$ cat config.mk
export PLATFORM = sky130hd
export DESIGN_NAME = interp_add1_seq_flat
export DESIGN_NICKNAME = d
export VERILOG_FILES = /design/src/rtl/interp_add1_seq_if.sv /design/src/rtl/interp_add1_seq.sv /design/src/flat_wrapper.sv
export SDC_FILE = /design/constraint.sdc
export NUM_CORES = 1
export LEC_CHECK = 0
export ABC_AREA = 1
export CAP_MARGIN = 25
export CORE_UTILIZATION = 48
export DETAILED_ROUTE_END_ITERATION = 10
export PLACE_DENSITY_LB_ADDON = 0.3
export SLEW_MARGIN = 10
export SYNTH_ARGS = -nofsm -noshare
export SYNTH_HDL_FRONTEND = slang
export SYNTH_SLANG_ARGS = --single-unit
$ cat constraint.sdc
create_clock -name clk -period 2.91 [get_ports clk]
set_input_delay 0.291 -clock clk [delete_from_list [all_inputs] [get_ports clk]]
set_output_delay 0.291 -clock clk [all_outputs]
set_load 0.02 [all_outputs]
$ cat src/rtl/interp_add1_seq_if.sv
// Handshake and mux-side bundle of the adder-1 sequencer.
// master = sequencer view, slave = surrounding datapath view.
interface interp_add1_seq_if #(
  parameter int IN_WIDTH  = 17,
  parameter int OUT_WIDTH = 19
);
  logic                        in_valid;
  logic                        in_ready;
  logic signed [IN_WIDTH-1:0]  E1_in;
  logic signed [IN_WIDTH-1:0]  E3_in;
  logic signed [IN_WIDTH-1:0]  E4_in;
  logic [2:0]                  sel;
  logic signed [IN_WIDTH-1:0]  E1;
  logic signed [IN_WIDTH-1:0]  E3;
  logic signed [IN_WIDTH-1:0]  E4;
  logic signed [IN_WIDTH:0]    reg_2E;
  logic signed [OUT_WIDTH-1:0] reg_5E;
  logic signed [OUT_WIDTH-1:0] add1_b;
  logic signed [OUT_WIDTH-1:0] out_data;
  logic [1:0]                  out_idx;
  logic                        out_last;
  logic                        out_valid;
  logic                        out_ready;
  logic                        sat_flag;

  modport master (
    input  in_valid, E1_in, E3_in, E4_in,
    input  add1_b, out_ready,
    output in_ready, sel, E1, E3, E4,
    output reg_2E, reg_5E,
    output out_data, out_idx, out_last,
    output out_valid, sat_flag
  );

  modport slave (
    output in_valid, E1_in, E3_in, E4_in,
    output add1_b, out_ready,
    input  in_ready, sel, E1, E3, E4,
    input  reg_2E, reg_5E,
    input  out_data, out_idx, out_last,
    input  out_valid, sat_flag
  );
endinterface

$ cat src/rtl/interp_add1_seq.sv
// Adder-1 sequencer/accumulator of the channel-estimation interpolator.
// Define INTERP_SAT_EN for saturating reduction and a live sat_flag.
module interp_add1_seq #(
  parameter int IN_WIDTH  = 17,
  parameter int OUT_WIDTH = 19
) (
  input  logic              clk,
  input  logic              rst_n,
  interp_add1_seq_if.master bus
);
  localparam int W  = OUT_WIDTH;
  localparam int WS = OUT_WIDTH + 1;
  localparam int W2 = IN_WIDTH + 1;

  localparam logic [2:0] SEL_IDLE = 3'b111;
  localparam logic [2:0] SEL_NEG  = 3'b001;
  localparam logic [2:0] SEL_FIVE = 3'b110;
  localparam logic [2:0] SEL_R0   = 3'b100;
  localparam logic [2:0] SEL_R1   = 3'b011;
  localparam logic [2:0] SEL_R2   = 3'b000;

  typedef enum logic [2:0] {
    IDLE, NEG, FIVE, R0, R1, R2
  } state_t;

  state_t                     r_state;
  logic [2:0]                 r_sel;
  logic signed [IN_WIDTH-1:0] r_e1;
  logic signed [IN_WIDTH-1:0] r_e3;
  logic signed [IN_WIDTH-1:0] r_e4;
  logic signed [W2-1:0]       r_2e;
  logic signed [W-1:0]        r_5e;
  logic signed [W-1:0]        r_data;
  logic [1:0]                 r_idx;
  logic                       r_last;
  logic                       r_valid;
  logic                       r_sat;

  logic signed [W-1:0]        w_a;
  logic signed [W-1:0]        w_res5;
  logic signed [W2-1:0]       w_res2;
  logic                       w_ovf5;
  logic                       w_ovf2;
  logic                       w_load;

  assign w_load = !r_valid || bus.out_ready;

  // operand a selected by the sequencing state
  always_comb begin
    w_a = '0;
    unique case (r_state)
      FIVE:    w_a = W'(r_e1) <<< 2;
      R0:      w_a = r_5e;
      R1, R2:  w_a = r_data;
      default: w_a = '0;
    endcase
  end

`ifdef INTERP_SAT_EN
  logic signed [WS-1:0] w_sum;

  // widened add (subtract in NEG), then clip to target width
  always_comb begin
    if (r_state == NEG)
      w_sum = WS'(w_a) - WS'(bus.add1_b);
    else
      w_sum = WS'(w_a) + WS'(bus.add1_b);
    w_ovf5 = w_sum[WS-1:W-1]
          != {(WS-W+1){w_sum[WS-1]}};
    w_ovf2 = w_sum[WS-1:W2-1]
          != {(WS-W2+1){w_sum[WS-1]}};
    w_res5 = w_ovf5
      ? {w_sum[WS-1], {(W-1){~w_sum[WS-1]}}}
      : w_sum[W-1:0];
    w_res2 = w_ovf2
      ? {w_sum[WS-1], {(W2-1){~w_sum[WS-1]}}}
      : w_sum[W2-1:0];
  end
`else
  // wrapping reduction keeps only the low bits
  always_comb begin
    w_res5 = w_a + bus.add1_b;
    w_res2 = -bus.add1_b[W2-1:0];
    w_ovf5 = 1'b0;
    w_ovf2 = 1'b0;
  end
`endif

  // sequencer FSM with registered mux select and results
  always_ff @(posedge clk or negedge rst_n) begin
    if (!rst_n) begin
      r_state <= IDLE;
      r_sel   <= SEL_IDLE;
      r_e1    <= '0;
      r_e3    <= '0;
      r_e4    <= '0;
      r_2e    <= '0;
      r_5e    <= '0;
      r_data  <= '0;
      r_idx   <= '0;
      r_last  <= 1'b0;
      r_valid <= 1'b0;
      r_sat   <= 1'b0;
    end else begin
      if (r_valid && bus.out_ready)
        r_valid <= 1'b0;
      unique case (r_state)
        IDLE: begin
          if (bus.in_valid) begin
            r_e1    <= bus.E1_in;
            r_e3    <= bus.E3_in;
            r_e4    <= bus.E4_in;
            r_sat   <= 1'b0;
            r_state <= NEG;
            r_sel   <= SEL_NEG;
          end
        end
        NEG: begin
          r_2e    <= w_res2;
          r_sat   <= r_sat | w_ovf2;
          r_state <= FIVE;
          r_sel   <= SEL_FIVE;
        end
        FIVE: begin
          r_5e    <= w_res5;
          r_sat   <= r_sat | w_ovf5;
          r_state <= R0;
          r_sel   <= SEL_R0;
        end
        R0, R1, R2: begin
          if (w_load) begin
            r_data  <= w_res5;
            r_valid <= 1'b1;
            r_sat   <= r_sat | w_ovf5;
            if (r_state == R0) begin
              r_idx   <= 2'd0;
              r_last  <= 1'b0;
              r_state <= R1;
              r_sel   <= SEL_R1;
            end else if (r_state == R1) begin
              r_idx   <= 2'd1;
              r_last  <= 1'b0;
              r_state <= R2;
              r_sel   <= SEL_R2;
            end else begin
              r_idx   <= 2'd2;
              r_last  <= 1'b1;
              r_state <= IDLE;
              r_sel   <= SEL_IDLE;
            end
          end
        end
        default: begin
          r_state <= IDLE;
          r_sel   <= SEL_IDLE;
        end
      endcase
    end
  end

  assign bus.in_ready  = (r_state == IDLE);
  assign bus.sel       = r_sel;
  assign bus.E1        = r_e1;
  assign bus.E3        = r_e3;
  assign bus.E4        = r_e4;
  assign bus.reg_2E    = r_2e;
  assign bus.reg_5E    = r_5e;
  assign bus.out_data  = r_data;
  assign bus.out_idx   = r_idx;
  assign bus.out_last  = r_last;
  assign bus.out_valid = r_valid;
  assign bus.sat_flag  = r_sat;
endmodule

$ cat src/flat_wrapper.sv
// flat-port wrapper written by rule: the top's interface ports become plain ports
module interp_add1_seq_flat 
#(
  parameter int IN_WIDTH  = 17,
  parameter int OUT_WIDTH = 19
)
  (clk, rst_n, bus_in_valid, bus_E1_in, bus_E3_in, bus_E4_in, bus_add1_b, bus_out_ready, bus_in_ready, bus_sel, bus_E1, bus_E3, bus_E4, bus_reg_2E, bus_reg_5E, bus_out_data, bus_out_idx, bus_out_last, bus_out_valid, bus_sat_flag);
  interp_add1_seq_if #(.IN_WIDTH(IN_WIDTH), .OUT_WIDTH(OUT_WIDTH)) bus_i ();
  input  logic clk;
  input  logic rst_n;
  input wire logic [$bits(bus_i.in_valid)-1:0] bus_in_valid;
  input wire logic [$bits(bus_i.E1_in)-1:0] bus_E1_in;
  input wire logic [$bits(bus_i.E3_in)-1:0] bus_E3_in;
  input wire logic [$bits(bus_i.E4_in)-1:0] bus_E4_in;
  input wire logic [$bits(bus_i.add1_b)-1:0] bus_add1_b;
  input wire logic [$bits(bus_i.out_ready)-1:0] bus_out_ready;
  output wire logic [$bits(bus_i.in_ready)-1:0] bus_in_ready;
  output wire logic [$bits(bus_i.sel)-1:0] bus_sel;
  output wire logic [$bits(bus_i.E1)-1:0] bus_E1;
  output wire logic [$bits(bus_i.E3)-1:0] bus_E3;
  output wire logic [$bits(bus_i.E4)-1:0] bus_E4;
  output wire logic [$bits(bus_i.reg_2E)-1:0] bus_reg_2E;
  output wire logic [$bits(bus_i.reg_5E)-1:0] bus_reg_5E;
  output wire logic [$bits(bus_i.out_data)-1:0] bus_out_data;
  output wire logic [$bits(bus_i.out_idx)-1:0] bus_out_idx;
  output wire logic [$bits(bus_i.out_last)-1:0] bus_out_last;
  output wire logic [$bits(bus_i.out_valid)-1:0] bus_out_valid;
  output wire logic [$bits(bus_i.sat_flag)-1:0] bus_sat_flag;
  assign bus_i.in_valid = bus_in_valid;
  assign bus_i.E1_in = bus_E1_in;
  assign bus_i.E3_in = bus_E3_in;
  assign bus_i.E4_in = bus_E4_in;
  assign bus_i.add1_b = bus_add1_b;
  assign bus_i.out_ready = bus_out_ready;
  assign bus_in_ready = bus_i.in_ready;
  assign bus_sel = bus_i.sel;
  assign bus_E1 = bus_i.E1;
  assign bus_E3 = bus_i.E3;
  assign bus_E4 = bus_i.E4;
  assign bus_reg_2E = bus_i.reg_2E;
  assign bus_reg_5E = bus_i.reg_5E;
  assign bus_out_data = bus_i.out_data;
  assign bus_out_idx = bus_i.out_idx;
  assign bus_out_last = bus_i.out_last;
  assign bus_out_valid = bus_i.out_valid;
  assign bus_sat_flag = bus_i.sat_flag;
  interp_add1_seq #(.IN_WIDTH(IN_WIDTH), .OUT_WIDTH(OUT_WIDTH)) u_core (.clk(clk), .rst_n(rst_n), .bus(bus_i));
endmodule
==> results of run 1 <==
kinds of logic (layout without fill, tap and decap cells):
kind of cell	after synthesis	count (layout)	synth area share [%]
AO/OA/AOI/OAI	79	79	7.23
XOR/XNOR	14	14	1.92
adder cells (fa/ha/maj)	20	20	4.03
buffers and inverters	98	307	7.21
flip-flops	116	116	45.4
multiplexers	51	51	11.6
other	1	1	0.0586
AND/OR/NAND/NOR	326	326	22.5
worst min-delay path by stage:
stage,end,slack [ns],cells past startpoint
5_1_grt,u_core.bus.E4[5],0.47,2
6_report,u_core.bus.reg_2E[2],0.46,2
2_1_floorplan,u_core.bus.E1[0],-0.005,0
3_3_place_gp,u_core.bus.reg_2E[2],0.39,1
3_5_place_dp,u_core.bus.reg_2E[0],0.39,1
4_1_cts,u_core.bus.E4[5],0.47,2
Yosys cell counts, types with 2 or more instances:
cell	n	area, um2
nand4_1	6	37.5
buf_4	3	22.5
dfrtp_1	113	2830
nor2_8	2	40.0
nor2_1	33	124
o21ai_1	6	30.0
buf_2	4	20.0
xor2_1	13	114
a21oi_1	17	85.1
o31ai_1	3	22.5
inv_4	4	25.0
or2_2	5	31.3
clkbuf_1	5	18.8
nand2_1	205	769
nor3_1	3	15.0
dfstp_2	3	78.8
buf_6	9	101
o21ai_0	33	165
ha_1	19	238
nand3_1	53	265
nor2_4	2	22.5
o221ai_1	7	61.3
and2_1	2	12.5
inv_2	3	11.3
nor3_2	2	20.0
nand3b_1	8	60.1
nand2_4	2	22.5
inv_1	70	263
a22oi_1	9	67.6
mux2_2	6	67.6
mux2_4	45	676
final cells by class:
type	count	share of cell area, %
well taps	172	2.37
clock inverters	13	2.00
inverters	77	3.30
flip-flops and latches	116	32.1
clock buffers	19	4.88
repair buffers	198	21.9
multi-input cells	491	33.5
per-stage QoR:
stage / hold slack [ns] / util [%] / std cells / area, um2
finish: 0.460 / 70.7 / 1086 / 9070
global route: 0.474 / 70.7 / 1086 / 9070
CTS: 0.468 / 70.7 / 1086 / 9070
detailed placement: 0.390 / 65.7 / 1053 / 8430
global placement: 0.387 / 65.7 / 1053 / 8430
floorplan: -0.00459 / - / 705 / 6400
power breakdown:
group	switching [uW]	leakage [uW]	total [uW]	internal [uW]
Sequential	624	0.00139	3090	2470
Clock	769	0.000303	2220	1450
Combinational	3550	0.00271	6550	3000
sequential cells by signal, summed over array words and instances (netlist names):
| name | flops |
|---|---|
| u_core.bus.out_data | 19 |
| u_core.bus.reg_5E | 19 |
| u_core.bus.reg_2E | 18 |
| u_core.bus.E1 | 17 |
| u_core.bus.E3 | 17 |
| u_core.bus.E4 | 17 |
| u_core.bus.sel | 3 |
| u_core.r_state | 3 |
| u_core.bus.out_idx | 2 |
| u_core.bus.out_valid | 1 |
metal layers:
metal | vias to the layer above | global-route usage, % | part of all wire (%)
met5 | - | 0 | 0
met4 | 0 | 9.94 | 1.7
met3 | 32 | 8.09 | 8.2
met2 | 243 | 44.7 | 48
met1 | 2699 | 32.9 | 42
li1 | 2708 | - | -
repair_timing:
item                       CTS  global route
hold buffers                 1             0
setup endpoints to repair    0            16
resized for setup            0             1
hold endpoints to repair    53             0
==> run summary, run 1 <==
DR vias/cell: 5.23
Synth unique cells: 41
Worst EP required: 3.22 ns
Setup TNS: 0 ns
Crit start category: flip-flop
CP bufs+invs: 2
Lkg Pwr: 0.00440 uW
Initial antenna violation count: 0
Commonest non-fill, non-tap cell in the layout: nand2_1
Clock Path Buffers: 2
Largest net degree at the start of global routing: 56
Fmax achieved: 374 MHz
GRT Util Overall: 26.9%
Register area: 2910 um2
Critical path's top delay family: simple AND/OR/NAND/NOR gates
Initial DRT Pass Iterations: 6
VDD IR max: 0.862 mV
WS Path Type: flip-flop to flip-flop
Max FO, Critical Path: 12
DP Wirelength: 12900 um
Post-CTS Setup Repair Bufs: 0
Setup ws final: 0.233 ns
Total routed wirelength: 17500 um
Syn Std Cell Area: 6400 um2
Seq/Total Area, Yosys: 45.4%
Vias in the first global route: 5771
Total CTS buffers: 17
Pwr Density: 1310 nW/um2
# rows: 41
DR iter-0 viols: 353
# diodes: 0
Core area: 12800 um2
Worst-skew pair later-pin latency: 0.42 ns
Prevailing post-synth register cell: dfrtp_1
Critical path depth in cells: 15
Most frequent cells in the layout: nand2_1 (205), clkdlybuf4s50_1 (187), dfrtp_1 (112)
Initial Util: 49.9%
CP endpoint kind: flip-flop
Die ar.: 13800 um2
Overflow left after global routing: 0
Die Wd: 117 um
Final Hold Viols: 0
Crit path capture: u_core.bus.reg_5E[14]
Antenna Nets Post-Route: 0
Critical Path AT: 2.99 ns
Asr flop ratio synth: 100%
Synth warn: 0
Worst R2R End: u_core.bus.reg_5E[14]
Fin crit share: 92.0%
Number of synthesized flops with an enable pin: 0
Status: complete, no violations
Number of synthesized register bits: 116
Clock Sinks: 116
CP Launch Point: u_core.r_state[1]
Vias: 5682
CP most frequent cell: nand2_1
Port Buffers: 188
Area of the multi-input gates: 3040 um2
Area Overhead vs Synth: 41.7%
Syn Inst Count: 705
Height of the die: 117 um
Global-route wire length before repair: 29000 um
Max Slew Vio Count: 0
Routed wire per std cell: 16.2 um
# setup viols final: 0
Power Total: 11900 uW
I/O Pins: 190
Clock Pin Slew Worst Setup and Hold Paths: 0.06 ns
Critical R2R Launch: u_core.r_state[1]
Reg-to-reg slack, setup: 0.23 ns
Maxcap violations: 0
Share of layout cells above drive strength 1: 13.0%
Slowest cell delay on critical path: 0.50 ns
Drt drc: 0
Rel. slew slack: 39.0%
Hold Path Class: primary input to asynchronous set/reset pin
Fillers: 980
Critical-path top delay cell: dfrtp_2
H-tree Lvls: 4
CP cell instances: nand3_2, inv_1, buf_4, a22oi_1, nand2_1, ha_1, nand2_1, nor2_1, nand3_1, nand3_1, nand2_1, nand2_1, nand2_1, nand3_1, nand2_1
Mean Syn Cell Area: 9.08 um2
Synthesized Nets: 799
Slew @ Worst Pin: 0.915 ns
Clock skew: 0.00871 ns
Min Tclk post-route: 2.68 ns
RSZ-0062 raised after global routing: false
CTS tree: built
Pre-CTS WS: 0.196 ns
Worst-case reg-to-reg path depth: 15
Final GP Congestion: 0.946
Clock Root Buffer: clkbuf_16
Nets: 995
Power figures use the tool's default switching activity.
==> run 2: changes to the inputs <==
--- a/config.mk
+++ b/config.mk
@@ -8,6 +8,7 @@
 export ABC_AREA = 1
 export CAP_MARGIN = 25
 export CORE_UTILIZATION = 48
+export CTS_CLUSTER_SIZE = 12
 export DETAILED_ROUTE_END_ITERATION = 10
 export PLACE_DENSITY_LB_ADDON = 0.3
 export SLEW_MARGIN = 10
==> results of run 2 <==
The final DEF is identical to that of run 1; final timing and power are the same.
==> run 3: changes to the inputs <==
--- a/config.mk
+++ b/config.mk
@@ -7,9 +7,11 @@
 export LEC_CHECK = 0
 export ABC_AREA = 1
 export CAP_MARGIN = 25
+export CORE_ASPECT_RATIO = 1.25
 export CORE_UTILIZATION = 48
 export CTS_CLUSTER_SIZE = 12
 export DETAILED_ROUTE_END_ITERATION = 10
+export GPL_TIMING_DRIVEN = 0
 export PLACE_DENSITY_LB_ADDON = 0.3
 export SLEW_MARGIN = 10
 export SYNTH_ARGS = -nofsm -noshare
==> run summary, run 3 (same netlist as run 1, synthesis figures left out) <==
GRT Util Overall: 26.5% (was 26.9%)
Worst EP required: 3.21 ns (was 3.22 ns)
Pwr Density: 1300 nW/um2 (was 1310 nW/um2)
Routed metal-1 wire length: 7080 um (was 7380 um)
Status: complete, no violations (unchanged)
Nets: 1009 (was 995)
# rows: 46 (was 41)
DR iter-0 viols: 380 (was 353)
Initial Util: 49.9% (about the same)
DP Wirelength: 13200 um (was 12900 um)
Die ar.: 13800 um2 (about the same)
Final Hold Viols: 0 (unchanged)
Clock skew: 0.0111 ns (was 0.00871 ns)
Initial antenna violation count: 0 (unchanged)
Share of layout cells above drive strength 1: 14.4% (was 13.0%)
Max FO, Critical Path: 10 (was 12)
Clock Pin Slew Worst Setup and Hold Paths: 0.06 ns (about the same)
# diodes: 0 (unchanged)
Port Buffers: 188 (unchanged)
Area Overhead vs Synth: 44.0% (was 41.7%)
Met3 routed WL: 1230 um (was 1430 um)
Vias: 5708 (was 5682)
Final GP Congestion: 0.923 (was 0.946)
Global-route wire length before repair: 28600 um (was 29000 um)
Overflow left after global routing: 0 (unchanged)
CP endpoint kind: flip-flop (unchanged)
WS Path Type: flip-flop to flip-flop (unchanged)
Min Tclk post-route: 2.85 ns (was 2.68 ns)
CTS tree: built (unchanged)
Worst-skew pair later-pin latency: 0.42 ns (about the same)
VDD IR max: 0.779 mV (was 0.862 mV)
# setup viols final: 0 (unchanged)
Setup TNS: 0 ns (unchanged)
Lkg Pwr: 0.00448 uW (was 0.00440 uW)
Drt drc: 0 (unchanged)
H-tree Lvls: 4 (unchanged)
Top sig layer: met4 (unchanged)
Clock Root Buffer: clkbuf_16 (unchanged)
Clock Sinks: 116 (unchanged)
Slew @ Worst Pin: 0.552 ns (was 0.915 ns)
Commonest non-fill, non-tap cell in the layout: nand2_1 (unchanged)
Critical Path AT: 3.15 ns (was 2.99 ns)
Most frequent cells in the layout: nand2_1 (204), clkdlybuf4s50_1 (187), dfrtp_1 (111) (was nand2_1 (205), clkdlybuf4s50_1 (187), dfrtp_1 (112))
Height of the die: 131 um (was 117 um)
Total routed wirelength: 17600 um (was 17500 um)
Maxcap violations: 0 (unchanged)
Total CTS buffers: 17 (unchanged)
Antenna Nets Post-Route: 0 (unchanged)
Routed wire per std cell: 16.1 um (was 16.2 um)
Core area: 12800 um2 (about the same)
Fmax achieved: 351 MHz (was 374 MHz)
DR WL met2: 8800 um (was 8430 um)
Vias in the first global route: 5698 (was 5771)
Initial DRT Pass Iterations: 6 (unchanged)
Max Slew Vio Count: 0 (unchanged)
Crit start category: flip-flop (unchanged)
Rel. slew slack: 63.2% (was 39.0%)
Die Wd: 105 um (was 117 um)
Fin crit share: 97.9% (was 92.0%)
Layout Cell Area excl Fill: 9220 um2 (was 9070 um2)
Clock Path Buffers: 2 (unchanged)
Fillers: 951 (was 980)
Hold Path Class: primary input to asynchronous set/reset pin (unchanged)
Largest net degree at the start of global routing: 87 (was 56)
I/O Pins: 190 (unchanged)
DR vias/cell: 5.21 (was 5.23)
Final core occ: 71.8% (was 70.7%)
Dpl cell area: 8520 um2 (was 8430 um2)
[run 3: cell count changes in the layout (fill, tap and decap cells not counted), moves of 2 or more]
cell / delta
buf_12: -2
buf_2: +2
buf_4: -3
buf_6: +12
clkbuf_1: +3
[run 3: layout make-up]
type	instances	area, um2	area share [%]
repair buffers	192	1940	21.0
well taps	168	210	2.28
multi-input cells	491	3050	33.1
plain buffers	20	173	1.87
flip-flops and latches	116	2910	31.6
inverters	77	302	3.27
clock buffers	20	457	4.96
clock inverters	12	178	1.93
[run 3: path summary, 6_finish.rpt]
path	from	to	slack, ns	cells after the start
worst max-delay path	u_core.r_state[1]	u_core.bus.reg_5E[11]	0.06	15
worst min-delay path	rst_n	u_core.bus.reg_5E[2]	0.32	2
worst max register to register	u_core.r_state[1]	u_core.bus.reg_5E[11]	0.06	15
worst min register to register	u_core.bus.reg_2E[7]	u_core.bus.reg_2E[7]	0.48	2
max in group asynchronous	rst_n	u_core.r_state[2]	1.84	3
min in group clk	u_core.bus.reg_2E[7]	u_core.bus.reg_2E[7]	0.48	2
[run 3: per-layer routing]
layer,global-route usage [%],vias to the layer above
met5,0,-
met4,11.1,0
met3,7.44,38
met2,45.0,237
met1,31.2,2685
li1,-,2748
[run 3: repair_timing]
| action | 4_1_cts | 5_1_grt |
|---|---|---|
| hold buffers | 1 | 0 |
| gates resized for setup | 4 | 11 |
| setup buffers | 1 | 1 |
| setup endpoints to repair | 15 | 24 |
| pin swaps | 0 | 1 |
| endpoints found under the hold margin | 30 | 0 |
[run 3: stage by stage]
stage               total power (uW)  cells  worst slack, ns  hold WS, ns
floorplan                       7010    705            0.301     -0.00459
global placement                9540   1061            -2.85        0.460
detailed placement              9650   1062           -0.357        0.191
CTS                            12000   1095           0.0186        0.329
global route                   12700   1096          -0.0268        0.341
finish                         12000   1096           0.0602        0.319
[run 3: power by group]
group | total, uW | internal (uW) | leakage, uW | switching (uW)
sequential | 3060 | 2470 | 0.00139 | 590
clock | 2250 | 1480 | 0.000310 | 772
combinational | 6700 | 3090 | 0.00277 | 3620
total | 12000 | 7040 | 0.00448 | 4980
[run 3: critical path, cell delays in order (launching register included)]
cell	delay, ns
dfrtp_1	0.34
buf_6	0.16
inv_1	0.08
nor3_4	0.24
buf_2	0.31
a22oi_1	0.14
nand2_1	0.10
ha_1	0.27
nand2_1	0.14
inv_1	0.06
a21oi_1	0.18
nand2_1	0.17
a21oi_1	0.27
nand2_1	0.11
nand3_1	0.10
nand2_1	0.05
==> patch, RTL diff (settings of run 2) <==
Build with the macro `INTERP_SAT_EN` defined.
--- a/src/rtl/interp_add1_seq.sv
+++ b/src/rtl/interp_add1_seq.sv
@@ -2,2 +2,4 @@
 // Define INTERP_SAT_EN for saturating reduction and a live sat_flag.
+`define INTERP_SAT_EN
+
 module interp_add1_seq #(
Function: changed (a bounded check fails within 4 cycles, from zero or initial values and one cycle with rst_n low).
==> patch against run 2 <==
The run now ends with negative setup slack left. Clock skew rose by 0.0018 ns. Sequential share of layout area down 6.6 points. Synthesized area rose by 7.6%. Setup slack lost 0.87 ns. Final cell count rose by 26%. Routed wire length grew 39%. Via count rose by 29%. Worst hold slack lost 0.064 ns. Sequential cell count is 1 higher. Final area rose by 27%. First-iteration DRC count increased by 27%. Largest cell class unchanged. Highest routed layer unchanged.
Power is left out: the tool's default activity adds up to more than one toggle a clock period on the data nets, which glitch-free logic cannot reach.
==> patch: results (changes against run 2) <==
* Commonest cells post-synth: nand2_1 (246), dfrtp_1 (114), inv_1 (80)
* First-pass GRT wire length at 35,400 um (+22%)
* CTS root buf: clkbuf_16
* Sequential element share of the synthesized area at 42.6% (-2.8 points)
* Final WS setup at -0.642 ns (-0.874 ns)
* CP Launch Point: bus_add1_b[0]
* WL final at 24,400 um (+39%)
* Worst path max stage delay at 0.35 ns (-0.15 ns)
* Final Skew at 0.0105 ns (+0.00180 ns)
* Reg2Reg Depth at 21 (+6)
* Clock-pin slew on the worst setup and hold paths at 0.06 ns (about the same)
* RR Endpoint: u_core.bus.out_data[10]
* Detailed Place HPWL at 16,500 um (+28%)
* Layout net count at 1,266 (+27%)
* # port buffers at 189 (+0.53%)
* CP Data Arrival Time at 3.88 ns (+0.89 ns)
* Syn nets at 908 (+14%)
* Initial DRT Pass Iterations at 5 (-1)
* Distinct cells, synth at 46 (+12%)
* Synth Area in Compound Gates at 9.56% (+2.3 points)
* Synth Area in Adders at 3.92% (-0.10 points)
* Max Root-Sink Buffers at 2 (unchanged)
* Total of warnings raised by yosys at 0 (unchanged)
* Vias in the first global route at 6,984 (+21%)
* Largest net degree at the start of global routing at 52 (-7.1%)
* Reg-to-reg slack, setup at -0.62 ns (-0.85 ns)
* Number of H-tree levels at 4 (unchanged)
* WL per Instance at 17.9 um (+11%)
* Post-synthesis mux area share at 8.34% (-3.3 points)
* Critical-path top delay cell: or3_4
* Post-synth top flop: dfrtp_1
* Synthesized instance count at 813 (+15%)
* Layout cells sized above 1 at 33.7% (+21 points)
* Fillers at 788 (-20%)
* Via density at 5.35 (+2.3%)
* Tightest Hold Check Type: input pin to flop
* Placed cell area at 10,100 um^2 (+20%)
* Worst r2r src: u_core.r_state[1]
* XOR/XNOR share of the synthesized area at 3.94% (+2.0 points)
* Slew @ Worst Pin at 0.642 ns (-0.273 ns)
* Iter 0 DRT Violations at 447 (+27%)
* Setup violators final at 57 (+57)
* Placer Congestion at 1.01 (+6.6%)
* Total Routing Usage GR at 31.5% (+4.6 points)
* Tmin final at 3.55 ns (+0.874 ns)
* Synth area leaders: dfrtp_1 (41%), nand2_1 (13%), mux2_2 (8.3%)
* Status: finished, violations left
* Ys async rst share at 100% (unchanged)
* Failing checks: negative setup slack
* Setup TNS Final at -31.90 ns (-31.90 ns)
* Max FO, Critical Path at 6 (-6)
## patch: cell types whose count changed after synthesis, moves of 14 or more
cell	before	now
mux2_2	6	51
mux2_4	45	0
nand2_1	205	246
nand3_1	53	34
xnor2_1	1	16
nand3_2	1	15
## patch: area by class of cell
class / instances / area [um^2] / share of cell area [%]
Multi-Input combinational cell: 582 / 3990 / 34.7
Timing Repair Buffer: 365 / 3360 / 29.1
Sequential cell: 117 / 2930 / 25.5
Clock buffer: 17 / 425 / 3.70
Inverter: 86 / 359 / 3.12
Tap cell: 180 / 225 / 1.96
Clock inverter: 15 / 201 / 1.75
Timing Repair inverter: 2 / 17.5 / 0.152
## patch: worst reg2reg max path, stage by stage (launching register included)
cell,delay [ns]
dfrtp_2,0.45
nor2_4,0.16
nand2_2,0.09
nand2_4,0.08
clkinvlp_4,0.20
buf_4,0.21
o21ai_1,0.26
ha_1,0.31
inv_1,0.19
nor3_4,0.07
buf_4,0.13
a21oi_2,0.17
nand2_2,0.08
nor2_2,0.11
buf_4,0.15
nand2_8,0.07
nand3_4,0.12
nand2_8,0.11
buf_12,0.17
o21ai_4,0.14
nand2_1,0.07
o21ai_1,0.09
## patch: cell families (layout without fill, tap and decap cells)
kind of cell	after synthesis	after routing
compound gates	108	108
xor+xnor	31	31
fa+ha+maj	21	21
buf+inv	116	485
flops	117	117
mux	51	51
simple gates	369	371
## patch: how the worst min path moves through the flow
stage                              from                      to  slack (ns)  cells after the start
after floorplan                   rst_n        u_core.bus.E1[0]      -0.005                      0
after global placement            rst_n       u_core.bus.E3[10]        0.36                      1
after detailed placement          rst_n        u_core.bus.E4[9]        0.36                      1
after CTS                 bus_add1_b[0]  u_core.bus.out_data[0]        0.45                      6
after global routing      bus_add1_b[0]    u_core.bus.reg_5E[0]        0.42                      5
final                     bus_add1_b[0]    u_core.bus.reg_5E[0]        0.40                      5
## patch: routing by layer
metal / track usage, % / wire, um / up-vias
met4: 13.9 / 1090 / 0
met3: 6.27 / 1720 / 86
met1: 37.2 / 9320 / 3491
li1: - / - / 3371
met2: 55.2 / 12300 / 355
met5: 0 / 0 / -
## patch: repair_timing
item	in CTS	in global routing
resized for setup	52	96
endpoints found under the hold margin	49	0
pin swaps	18	29
cloned	0	5
setup buffers	8	12
setup endpoints to repair	57	57
hold buffers	1	0
## patch: per-stage QoR
step	setup slack (ns)	utilization [%]
detailed placement	-1.40	72.8
global route	-0.826	82.6
global placement	-1.31	72.8
CTS	-0.684	79.0
floorplan	-0.470	-
finish	-0.642	82.6
